### src/rtl/decode_pkg.sv
// ============================================================================
// decode_pkg : shared types and constants for the decode control pipeline
// Rev 1.0
// ============================================================================
`default_nettype none

package decode_pkg;

  typedef enum logic [2:0] {
    ALU_ADD = 3'b000,
    ALU_SUB = 3'b001,
    ALU_AND = 3'b010,
    ALU_ORR = 3'b011,
    ALU_MUL = 3'b100
  } alu_ctrl_e;

  typedef enum logic [0:0] {
    MS_IDLE = 1'b0,
    MS_BUSY = 1'b1
  } mul_state_e;

  localparam logic [1:0] OP_DP  = 2'b00;
  localparam logic [1:0] OP_MEM = 2'b01;
  localparam logic [1:0] OP_BR  = 2'b10;

  localparam logic [3:0] CMD_AND = 4'b0000;
  localparam logic [3:0] CMD_SUB = 4'b0010;
  localparam logic [3:0] CMD_ADD = 4'b0100;
  localparam logic [3:0] CMD_CMP = 4'b1010;
  localparam logic [3:0] CMD_ORR = 4'b1100;

  localparam logic [3:0] COND_AL = 4'b1110;

  typedef struct packed {
    logic [3:0] cond;
    logic [1:0] flag_write;
    logic       pcsrc;
    logic       reg_write;
    logic       mem_write;
    logic       branch;
    logic       no_write;
    logic       mem_to_reg;
    logic       alu_src;
    alu_ctrl_e  alu_ctrl;
    logic       illegal;
  } ctrl_t;

  function automatic ctrl_t ctrl_bubble();
    ctrl_t b;
    b      = '0;
    b.cond = COND_AL;
    return b;
  endfunction

endpackage

`default_nettype wire

### src/rtl/main_alu_dec.sv
// ============================================================================
// main_alu_dec : combinational instruction -> E-stage control payload (MUL_MULTICYCLE_EN)
// Rev 1.0
// ============================================================================
`default_nettype none

module main_alu_dec
  import decode_pkg::*;
(
  input  logic [31:0] instr_i,
  input  logic        valid_i,
  output ctrl_t       ctrl_o
);

  ctrl_t      c;
  logic       illegal;
  logic       is_mul;
  logic [1:0] op;
  logic [5:0] funct;
  logic [3:0] rd;

`ifdef MUL_MULTICYCLE_EN
  logic unused_bits;
  assign unused_bits = ^{instr_i[11:8], instr_i[3:0]};
`else
  logic unused_bits;
  assign unused_bits = ^{instr_i[19:16], instr_i[11:8], instr_i[3:0]};
`endif

  always_comb begin
    c       = '0;
    illegal = 1'b0;
    op      = instr_i[27:26];
    funct   = instr_i[25:20];
    rd      = instr_i[15:12];
    c.cond  = instr_i[31:28];
    is_mul  = (op == OP_DP) && (funct[5:4] == 2'b00) && (instr_i[7:4] == 4'b1001);

    case (op)
      OP_DP: begin
        if (is_mul) begin
`ifdef MUL_MULTICYCLE_EN
          c.reg_write  = 1'b1;
          c.alu_ctrl   = ALU_MUL;
          c.flag_write = {funct[0], 1'b0};
          rd           = instr_i[19:16];
`else
          illegal = 1'b1;
`endif
        end else begin
          c.reg_write = 1'b1;
          c.alu_src   = funct[5];
          case (funct[4:1])
            CMD_ADD: begin c.alu_ctrl = ALU_ADD; c.flag_write = {2{funct[0]}}; end
            CMD_SUB: begin c.alu_ctrl = ALU_SUB; c.flag_write = {2{funct[0]}}; end
            CMD_AND: begin c.alu_ctrl = ALU_AND; c.flag_write = {funct[0], 1'b0}; end
            CMD_ORR: begin c.alu_ctrl = ALU_ORR; c.flag_write = {funct[0], 1'b0}; end
            CMD_CMP: begin
              c.alu_ctrl   = ALU_SUB;
              c.no_write   = 1'b1;
              c.flag_write = 2'b11;
            end
            default: illegal = 1'b1;
          endcase
        end
      end
      OP_MEM: begin
        c.alu_src  = 1'b1;
        c.alu_ctrl = ALU_ADD;
        if (funct[0]) begin
          c.reg_write  = 1'b1;
          c.mem_to_reg = 1'b1;
        end else begin
          c.mem_write = 1'b1;
        end
      end
      OP_BR: begin
        c.branch   = 1'b1;
        c.alu_src  = 1'b1;
        c.alu_ctrl = ALU_ADD;
      end
      default: illegal = 1'b1;
    endcase

    c.pcsrc = c.branch | (c.reg_write & (rd == 4'hF) & ~c.no_write);

    // Bubbles and undefined encodings carry no side effects into E.
    if (!valid_i || illegal) begin
      c         = '0;
      c.cond    = valid_i ? instr_i[31:28] : COND_AL;
      c.illegal = valid_i & illegal;
    end
  end

  assign ctrl_o = c;

endmodule

`default_nettype wire

### src/rtl/decode_ctrl_pipe.sv
// ============================================================================
// decode_ctrl_pipe : D->E control register with optional MUL sequencer (MUL_MULTICYCLE_EN)
// Rev 1.0
// ============================================================================
`default_nettype none

module decode_ctrl_pipe
  import decode_pkg::*;
#(
  parameter int MUL_CYCLES = 3
) (
  input  logic        CLK,
  input  logic        RESET,
  input  logic [31:0] InstrD,
  input  logic        ValidD,
  input  logic        FlushE,
  output logic [3:0]  CondE,
  output logic [1:0]  FlagWriteE,
  output logic        PCSrcEIn,
  output logic        RegWriteEIn,
  output logic        MemWriteEIn,
  output logic        BranchEIn,
  output logic        NoWrite,
  output logic        MemtoRegE,
  output logic        ALUSrcE,
  output logic [2:0]  ALUControlE,
  output logic        IllegalE,
  output logic        MulStall
);

  ctrl_t ctrl_d;
  ctrl_t ctrl_q;
  logic  mul_stall;

  main_alu_dec u_dec (
    .instr_i (InstrD),
    .valid_i (ValidD),
    .ctrl_o  (ctrl_d)
  );

`ifdef MUL_MULTICYCLE_EN
  localparam int CW = (MUL_CYCLES > 1) ? $clog2(MUL_CYCLES) : 1;

  mul_state_e    state_q;
  logic [CW-1:0] cnt_q;

  assign mul_stall = (state_q == MS_BUSY) && (cnt_q != '0);

  always_ff @(posedge CLK or negedge RESET) begin
    if (!RESET) begin
      ctrl_q  <= ctrl_bubble();
      state_q <= MS_IDLE;
      cnt_q   <= '0;
    end else if (FlushE) begin
      ctrl_q  <= ctrl_bubble();
      state_q <= MS_IDLE;
      cnt_q   <= '0;
    end else if (mul_stall) begin
      cnt_q <= cnt_q - CW'(1);
    end else begin
      ctrl_q <= ctrl_d;
      // A single-cycle MUL needs no sequencing, so it never leaves IDLE.
      if ((ctrl_d.alu_ctrl == ALU_MUL) && (MUL_CYCLES > 1)) begin
        state_q <= MS_BUSY;
        cnt_q   <= CW'(MUL_CYCLES - 1);
      end else begin
        state_q <= MS_IDLE;
        cnt_q   <= '0;
      end
    end
  end
`else
  logic unused_cfg;
  assign unused_cfg = (MUL_CYCLES == 0);
  assign mul_stall  = 1'b0;

  always_ff @(posedge CLK or negedge RESET) begin
    if (!RESET) begin
      ctrl_q <= ctrl_bubble();
    end else if (FlushE) begin
      ctrl_q <= ctrl_bubble();
    end else begin
      ctrl_q <= ctrl_d;
    end
  end
`endif

  // Architectural side effects stay suppressed until the last MUL cycle.
  assign CondE       = ctrl_q.cond;
  assign FlagWriteE  = mul_stall ? 2'b00 : ctrl_q.flag_write;
  assign PCSrcEIn    = ctrl_q.pcsrc & ~mul_stall;
  assign RegWriteEIn = ctrl_q.reg_write & ~mul_stall;
  assign MemWriteEIn = ctrl_q.mem_write & ~mul_stall;
  assign BranchEIn   = ctrl_q.branch;
  assign NoWrite     = ctrl_q.no_write;
  assign MemtoRegE   = ctrl_q.mem_to_reg;
  assign ALUSrcE     = ctrl_q.alu_src;
  assign ALUControlE = ctrl_q.alu_ctrl;
  assign IllegalE    = ctrl_q.illegal;
  assign MulStall    = mul_stall;

endmodule

`default_nettype wire

### config.mk
export PLATFORM = sky130hd
export DESIGN_NAME = decode_ctrl_pipe
export DESIGN_NICKNAME = d
export VERILOG_FILES = /design/src/rtl/decode_pkg.sv /design/src/rtl/main_alu_dec.sv /design/src/rtl/decode_ctrl_pipe.sv
export SDC_FILE = /design/constraint.sdc
export NUM_CORES = 1
export LEC_CHECK = 0
export CAP_MARGIN = 0
export CORE_UTILIZATION = 35
export DETAILED_ROUTE_END_ITERATION = 7
export PLACE_DENSITY = 0.79
export SKIP_LAST_GASP = 1
export SLEW_MARGIN = 20
export SYNTH_ARGS = -nofsm -noshare
export SYNTH_HDL_FRONTEND = slang
export SYNTH_SLANG_ARGS = --single-unit
### constraint.sdc
create_clock -name CLK -period 0.8 [get_ports CLK]
set_input_delay 0.08 -clock CLK [delete_from_list [all_inputs] [get_ports CLK]]
set_output_delay 0.08 -clock CLK [all_outputs]
set_load 0.02 [all_outputs]
# Word-level counts from Yosys, hierarchy flattened
# Index checks and enable logic that the tools add are counted.
# totals
reg_bits	17
word_cells	58
mem_count	0
latchBits	0
rom_bits	0
ram_bits	0
out_inout_bits	18
# op_classes
n_lt_le_gt_ge	0
eq_ne	8
n_mul	0
div_mod_pow	0
n_reduce_logical	12
n_mux	22
n_bitwise	5
n_addsub	0
shift	0
# ops
cell	n
$mux 17	2
$eq 4x4->1 const B	4
$pmux 2 s3	2
$mux 1	11
$mux 4	2
$pmux 4 s2	1
$reduce_or 2->1	4
$reduce_or 5->1	1
$eq 4x2->1 const B	1
$eq 4x3->1 const B	1
$logic_not 2->1	2
$logic_not 4->1	1
$mux 2	2
$pmux 1 s2	2
$and 1x1->1	3
$eq 2x1->1 const B	1
$eq 2x2->1 const B	1
$logic_and 1x1->1	2
$logic_not 1->1	1
$logic_or 1x1->1	1
$not 1->1	1
$or 1x1->1	1

# Depth between registers and ports, before layout
# Gate-level depths: netlist (run 1).
# logic_depth
word_depth	10
depth_mapped	6
mapped_depth_nobuf	6

# By module
# Synthesis (run 1) repeated with hierarchy kept, for this count alone.
# hier_totals
hier_cells	91
area_unflattened_um2	945.9
# modules_own_cells
mod	cells_each	n_inst	area_per_inst_um2	seq_area_each_um2
decode_ctrl_pipe	37	1	566.8	429.2
main_alu_dec	54	1	379.1	0.0

# Least setup slack after synthesis (run 1)
# OpenSTA, ideal clock, no wires.
# synth_path
path_kind	input port to flip-flop
startpoint	input port InstrD[26]
endpoint	register ctrl_q (netlist bit ALUControlE[1])
stages	6
setup_time_ns	0.096
arrival_time_ns	1.036
required_time_ns	0.704
path_slack_ns	-0.331
cell_sequence	inv_1 -> ha_1 -> nor2b_1 -> o211a_4 -> nand4b_4 -> nor4_2
# synth_via
elab_chain_cells	8
elab_cells_between_ends	13
# synth_lines
item	line	text
start, declared	decode_ctrl_pipe.sv:14	input logic [31:0] InstrD,
$logic_not 2->1	main_alu_dec.sv:37, main_alu_dec.sv:39	
$logic_and 1x1->1 (2 in a row)	main_alu_dec.sv:37	is_mul = (op == OP_DP) && (funct[5:4] == 2'b00) && (instr_i[7:4] == 4'b1001);
$mux 1	main_alu_dec.sv:41	if (is_mul) begin
$pmux 1 s2	main_alu_dec.sv:39	case (op)
$logic_or 1x1->1	main_alu_dec.sv:88	if (!valid_i || illegal) begin
$mux 17 *	main_alu_dec.sv:88	
$mux 17 *	decode_ctrl_pipe.sv:80	end else if (FlushE) begin
end signal, assigned	decode_ctrl_pipe.sv:79	ctrl_q <= ctrl_bubble();
end signal, assigned	decode_ctrl_pipe.sv:81	ctrl_q <= ctrl_bubble();
end signal, assigned	decode_ctrl_pipe.sv:83	ctrl_q <= ctrl_d;
end, declared	decode_ctrl_pipe.sv:32	ctrl_t ctrl_q;
# Every way passes the cells marked *; elsewhere a longest branch is shown, timed or not.

# Worst setup path in the final report (run 1)
# layout_path
startpoint	register ctrl_q (netlist bit CondE[3])
endpoint	output port CondE[3]
# layout_lines
item	line	text
end, declared	decode_ctrl_pipe.sv:17	output logic [3:0] CondE,
# No word-level cell between the ends.

==> results of run 1 <==
## layout make-up
cell class | count | area share, %
Timing Repair Buffer | 61 | 37.2
Multi-Input combinational cell | 53 | 31.1
Sequential cell | 16 | 25.5
Inverter | 3 | 2.29
Tap cell | 28 | 2.21
Clock buffer | 4 | 1.66
## worst max path at each step
stage | end | from | slack (ps) | cells after the start
2_1_floorplan | ALUControlE[1] | InstrD[27] | -250 | 6
5_1_grt | CondE[1] | CondE[1] | -220 | 1
3_5_place_dp | ALUControlE[1] | InstrD[27] | -950 | 7
4_1_cts | CondE[3] | CondE[3] | -200 | 1
6_report | CondE[3] | CondE[3] | -190 | 1
3_3_place_gp | ALUControlE[1] | InstrD[27] | -910 | 7
## cells in the final DEF, fill, tap and decap left out, drive strengths merged, types with 2 or more instances in the layout
cell type / count
dfrtp: 13
nand2b: 5
nand4b: 2
clkdlybuf4s50: 10
a21oi: 5
dfstp: 3
clkbuf: 4
ha: 4
inv: 2
nor2b: 7
nor2: 6
buf: 44
dlygate4sd2: 6
nor3: 2
nand3: 2
conb: 2
nand2: 6
## registers in the layout, indices dropped and copies added, names as in the netlist
signal and flops:
CondE 4, ALUControlE 2, FlagWriteE 2, ALUSrcE 1, BranchEIn 1, IllegalE 1
MemWriteEIn 1, MemtoRegE 1, NoWrite 1, PCSrcEIn 1, RegWriteEIn 1
## through the flow
stage	hold WS [ps]	worst slack, ps	area (um^2)	util (%)	power (mW)
floorplan	-216	-247	868	-	1.02
detailed placement	424	-949	1410	63.6	1.28
global placement	422	-905	1410	63.6	1.27
global route	115	-224	1580	71.5	1.84
finish	126	-189	1580	71.5	1.74
CTS	120	-200	1520	68.9	1.72
## metal layers
layer,vias up,part of all wire [%]
met5,-,0
met4,0,1.6
met3,4,5.0
met2,32,57
met1,367,36
li1,371,-
## where the power goes
part	internal, mW	switching, mW	total, mW	leakage [nW]
clock network	0.193	0.223	0.415	0.0150
registers	0.830	0.00790	0.838	0.212
logic	0.270	0.218	0.489	0.501
total	1.29	0.449	1.74	0.727
## cells by family after synthesis
logic type / count (synthesis) / synth area share (%)
DFF: 16 / 49.0
AOI/OAI and AO/OA: 9 / 9.86
other: 1 / 0.455
adders and majority gates: 4 / 6.07
xor gates and xnor gates: 1 / 1.06
buffers and inverters: 6 / 3.79
and+or+nand+nor: 37 / 29.7
## timing repair
item                       CTS  global route
gates resized for setup    150            10
setup endpoints to repair   29            27
pin swaps                   11             4
setup buffers                4             2
==> results.txt, run 1 <==
- TritonCTS built the clock tree.
- Post-Synthesis Cells: 74
* Lkg Pwr: ~0.73 nW
- Accumulated negative setup slack: -2050 ps
* Global placement routability congestion: between 0.8 and 0.9
- At the end of the flow, the number of nets in the layout was 178.
* DRC viols: 0
- For this run, the slowest stage of the critical path takes approximately 530 ps.
* Number of nets with antenna violations after detailed routing: 0
* Cell types with the highest counts after synthesis: sky130_fd_sc_hd__dfrtp_1, sky130_fd_sc_hd__nor2b_1, sky130_fd_sc_hd__nand2_1, sky130_fd_sc_hd__nor2_1, sky130_fd_sc_hd__a21oi_1
- Detailed placement ended at an HPWL of roughly 1500 um.
* Routed wire length: about 2100 um
- Total CTS buffers: 3
- Launching element type of the critical path: flop
* Synth area leader: sky130_fd_sc_hd__dfrtp_1
- Most used standard cell by instance count after synthesis: sky130_fd_sc_hd__dfrtp_1
- Maximum frequency from static timing analysis: slightly above 1 GHz
- STA classifies the critical path endpoint as an output pin.
- The most used flip-flop cell after synthesis is sky130_fd_sc_hd__dfrtp_1.
- Unrepaired setup endpoints after global routing: true
- Maximum number of pins on one net before global-route repair: 17
- Max-cap violations in this run came to 0.
- In this run the worst path has a maximum fanout of 1.
- Cells along the critical path: buf_6
- In the final layout, the share of cells above drive strength 1 is between 50% and 60%.
- Number of buffers between clock root and the deepest sink: 2
- Area of the multi-input gates: 493 um^2
* Starting Density: 37.3%
- Count of final setup violators: 26
- Worst vdd rail ir drop: approximately 0.61 mV
- Time the final worst path needs with I/O delays and setup: between 900 and 1000 ps
- The detailed router finished its first iteration with 12 violations.
- After detailed routing, the number of vias per cell comes to 4.69.
* Vias post-DR: between 700 and 800
* Hold/Removal Path Class: input port to asynchronous set/reset pin
- After synthesis the netlist holds a flip-flop and latch count of 16.
- Floorplan die area: around 0.0026 mm^2
- In this run the number of H-tree levels came out at 1.
* Number of distinct library cell variants in the gate-level netlist after synthesis: 29
- Global routing finished with a remaining overflow of 0.
- The worst setup path is of the flop to output pin kind.
* Outcome: finished, violations left
- STA puts the critical path data required time at around 720 ps.
- Grt met3 use: approximately 2.4%
- Fin crit share: 124%
* Portion of the post-synthesis area used by sequential elements: roughly half
- For met2 alone, demand over resource in global routing was around 34%.
- First-pass GRT wire length: approximately 3400 um
- Across all setup checks in the final design, the least slack found is -189 ps.
* Buf+Inv Stages, Crit Path: 1
- Power density over the cells: 1100 mW/mm^2
- Die width: slightly above 50 um
- Antenna cells: 0
- First-pass detailed-route iteration total: 3
- Crit path max-delay family: flip-flops
- 54 I/O pins were placed.
- Including well taps, the total number of placed cells is 155.
- Post-synthesis cell area: around 820 um^2
- Buffers inserted to repair hold after CTS numbered 0.
* Critical path arrival: roughly 910 ps
- Placeable core region: ~0.0022 mm^2
- Global routing consumed, on the met1 layer, between 10% and 20% of the routing resources.
- Cell with the biggest individual delay on the critical path: sky130_fd_sc_hd__dfstp_2
- For this run, the total global-route usage over all layers was measured as about 18%.
- During synthesis, Yosys emitted a total of 0 warnings.
- The final reports fail on setup timing.
* Post-Synthesis Mean Instance Area: roughly 11 um^2
- Site row count: 17
* Main area contributors after synthesis: sky130_fd_sc_hd__dfrtp_1, sky130_fd_sc_hd__dfstp_2, sky130_fd_sc_hd__ha_1, sky130_fd_sc_hd__nor2b_1, sky130_fd_sc_hd__a21oi_1
- Final Non-Filler Cells: between 150 and 200
* Area of all sequential standard cells: approximately 400 um^2
- In the synthesized netlist the async set-or-reset flop fraction comes to 100%.
- CTS saw 16 sinks.
* Layout overhead on the synthesized area: 92.0%
- Counting flops with a built-in enable in the synthesized netlist gives 0.
* CTS root buf: sky130_fd_sc_hd__clkbuf_4
- After clock tree synthesis, the clock-pin slew on the worst setup and hold paths is ~90 ps.
* Number of fill cells in the layout: approximately 170
* Peak-usage layer in the global routing report: met2
- Total count of hold-check failures in the final report: 0
* Max-slew violation total from the final report: 0
- In this run the tool buffered the top-level ports with 39 buffer cells.
- Number of global-route vias before repair: 803
* Die span in y: approximately 50 um
- Of the post-synthesis cell area, the dominant cell type holds 39.5%.
- Routed wirelength normalized by instance count: roughly 13 um
- The number of antenna violations at the first check in global routing is 0.
Power figures use the tool's default switching activity.
==> run 2: changes to the inputs <==
CORE_UTILIZATION = 32   (was 35)
PLACE_DENSITY = 0.77   (was 0.79)
clock period = 0.9 ns   (was 0.8 ns; I/O delays follow)
==> results.txt, run 2 (same netlist as run 1, synthesis figures left out) <==
- Worst stage delay on the critical path: 540 ps (was 530 ps)
* Die width: 52.8 um (was 50.5 um)
* Critical path arrival: 930 ps (was 910 ps)
* Number of nets with antenna violations after detailed routing: 0 (unchanged)
* Sequential Power Share: 44.6% (was 48.1%)
- Final Non-Filler Cells: 165 (unchanged)
- The count of final hold-check violations is 0 (unchanged).
- The path type of the worst setup path is flop to output pin (unchanged).
* Critical Path Source: CondE[2] (was CondE[3])
- The largest net degree at the start of global routing came to 17 (unchanged).
- Violations in the final reports: setup timing (unchanged)
- Antenna cells: 0 (unchanged)
* Congestion Overflow GR: 0 (unchanged)
- First-pass detailed-route iteration total: 4 (was 3)
- Number of DRC violations after detailed-routing iteration 0: 9 (was 12)
- Number of port buffers: 39 (unchanged)
- H-tree Lvls: 1 (unchanged)
- The number of clock buffers inserted by TritonCTS was 3 (unchanged).
* Time the final worst path needs with I/O delays and setup: ~1000 ps
- Unrepaired setup endpoints after global routing: true (unchanged).
- The maximum buffer depth of the clock tree came to 2 (unchanged).
- The endpoint of the worst setup timing path was CondE[2] (was CondE[3]).
- The number of antenna violations at the first check in global routing is 0 (unchanged).
- The placed cell count is 157 (was 155).
- The placer's final routability congestion estimate came to 0.839 (was 0.867).
* Accumulated negative setup slack: -432 ps (was -2050 ps)
- The overall via count from detail_route came to 794 (was 774).
- The cell area after layout came to 0.00160 mm^2 (was 0.00158 mm^2).
* Cell with the biggest individual delay on the critical path: sky130_fd_sc_hd__dfstp_2 (unchanged)
- The global-route met2 utilization came to 33.3% (was 34.0%).
- The number of maximum-capacitance violations came to 0 (unchanged).
- Site row count: 18 (was 17)
- The flip-flop count of the largest register, all copies and words added is 4 (unchanged).
* Floorplan die area: 0.00278 mm^2 (was 0.00255 mm^2)
- The area of the core was 0.00245 mm^2 (was 0.00221 mm^2).
- Crit path max fanout: 1 (unchanged)
- The worst path setup slack after routing was -124 ps (was -189 ps).
- Post-detailed-placement half-perimeter wirelength: 1570 um (was 1480 um)
- The cell family contributing the most delay on the critical path is flip-flops (unchanged).
- The count of final setup violators came to 10 (was 26).
- The number of pins with negative max-slew slack in the final report came to 0 (unchanged).
- Cells along the critical path: buf_6 (unchanged)
- Grt met3 use: 2.32% (was 2.42%)
* Top library cells by usage in the layout, fill and taps aside: sky130_fd_sc_hd__buf_6, sky130_fd_sc_hd__buf_4, sky130_fd_sc_hd__dfrtp_1 (unchanged)
* Req. time, crit path: 810 ps (was 720 ps)
* Hold/Removal Path Class: input port to asynchronous set/reset pin (unchanged)
- The total internal power came to 1.23 mW (was 1.29 mW).
* Buf+Inv Stages, Crit Path: 1 (unchanged)
- The global routing's busiest layer is met2 (unchanged).
- Layout overhead on the synthesized area: 94.2% (was 92.0%)
- The switching power as a share of total power came to 26.4% (was 25.8%).
- Routed wirelength normalized by instance count: 13.6 um (was 12.6 um)
* Hold-fix buffers, CTS: 0 (unchanged)
- Outcome: finished, violations left (unchanged)
- The clock root buffer is sky130_fd_sc_hd__clkbuf_4 (unchanged).
- Power density over the cells: 1040 mW/mm^2 (was 1100 mW/mm^2)
- DRC viols: 0 (unchanged)
* Number of placed I/O pins: 54 (unchanged)
- Cell Area, Placed: 0.00141 mm^2 (about the same)
- Critical path capture point type: output pin (unchanged)
* GR Layer Usage met1: 18.4% (was 19.8%)
- Logic depth of the worst path, buffers included: 1 (unchanged)
* Launching element type of the critical path: flop (unchanged)
* Proportion of layout cells with a drive suffix above 1: 54.1% (was 54.7%)
- Number of sinks handled by clock tree synthesis: 16 (unchanged)
- The reported leakage power was 0.771 nW (was 0.727 nW).
- Net switching power figure: 0.441 mW (was 0.449 mW)
- Die span in y: 52.8 um (was 50.5 um)
- Clock tree from TritonCTS: built (unchanged)
- The fraction of power consumed by the clock network came to 28.8% (was 23.8%).
* Logic pwr share: 26.6% (was 28.1%)
* Worst vdd rail ir drop: 0.569 mV (was 0.614 mV)
* Clock input transition at the sequential cells of the worst setup and hold paths: 100 ps (was 90 ps)
- The total routing usage reported by global routing came to 18.3% (was 17.9%).
- Fin crit share: 114%
* Routed wire length: 2240 um (was 2080 um)
- The most common cell after layout, fill and taps aside is sky130_fd_sc_hd__buf_6 (unchanged).
- The detail-routed via count per cell came to 4.81 (was 4.69).
* Maximum frequency from static timing analysis: around 1 GHz
- Number of nets in the finished design: 176 (was 178)
- Starting Density: 33.6% (was 37.3%)
- The first-pass GRT wire length is 3510 um (was 3370 um).
- Number of global-route vias before repair: 810 (was 803)
[run 2: area by class of cell]
cell class	count	area, um^2
Clock buffer	4	36.3
Fill cell	193	853
Inverter	3	36.3
Multi-Input combinational cell	53	504
Sequential cell	16	404
Tap cell	30	37.5
Timing Repair Buffer	59	583
[run 2: layer usage]
metal  share of wire, %  vias up
met3                4.9        6
met2                 57       32
li1                   -      364
met1                 35      392
met5                  0        -
met4                2.9        0
[run 2: worst min-delay path by stage]
stage	start	end	slack (ps)	cells past startpoint
floorplan	RESET	ALUControlE[0]	-210	0
global placement	RESET	NoWrite	430	2
detailed placement	RESET	MemtoRegE	450	2
CTS	RESET	MemtoRegE	140	2
global route	RESET	ALUControlE[1]	150	2
finish	RESET	MemtoRegE	130	2
[run 2: per-stage QoR]
step / utilization (%) / total power, mW / setup slack (ps) / hold slack, ps
2_1_floorplan: - / 0.903 / -157 / -206
3_5_place_dp: 57.4 / 1.14 / -873 / 454
5_1_grt: 65.2 / 1.74 / -159 / 150
6_report: 65.2 / 1.67 / -124 / 128
3_3_place_gp: 57.4 / 1.13 / -814 / 435
4_1_cts: 61.5 / 1.62 / -121 / 144
[run 2: repair_timing]
item                       in CTS  in global routing
gates resized for setup       137                 23
hold endpoints to repair        0                  0
setup endpoints to repair      28                 24
setup buffers                   3                  1
pin swaps                       9                  3
[run 2: power groups by stage]
stage	clock network [mW]	logic, mW	registers [mW]
2_1_floorplan	0	0.127	0.776
3_3_place_gp	0	0.374	0.755
3_5_place_dp	0	0.384	0.755
4_1_cts	0.470	0.404	0.743
5_1_grt	0.513	0.477	0.746
6_report	0.481	0.444	0.744
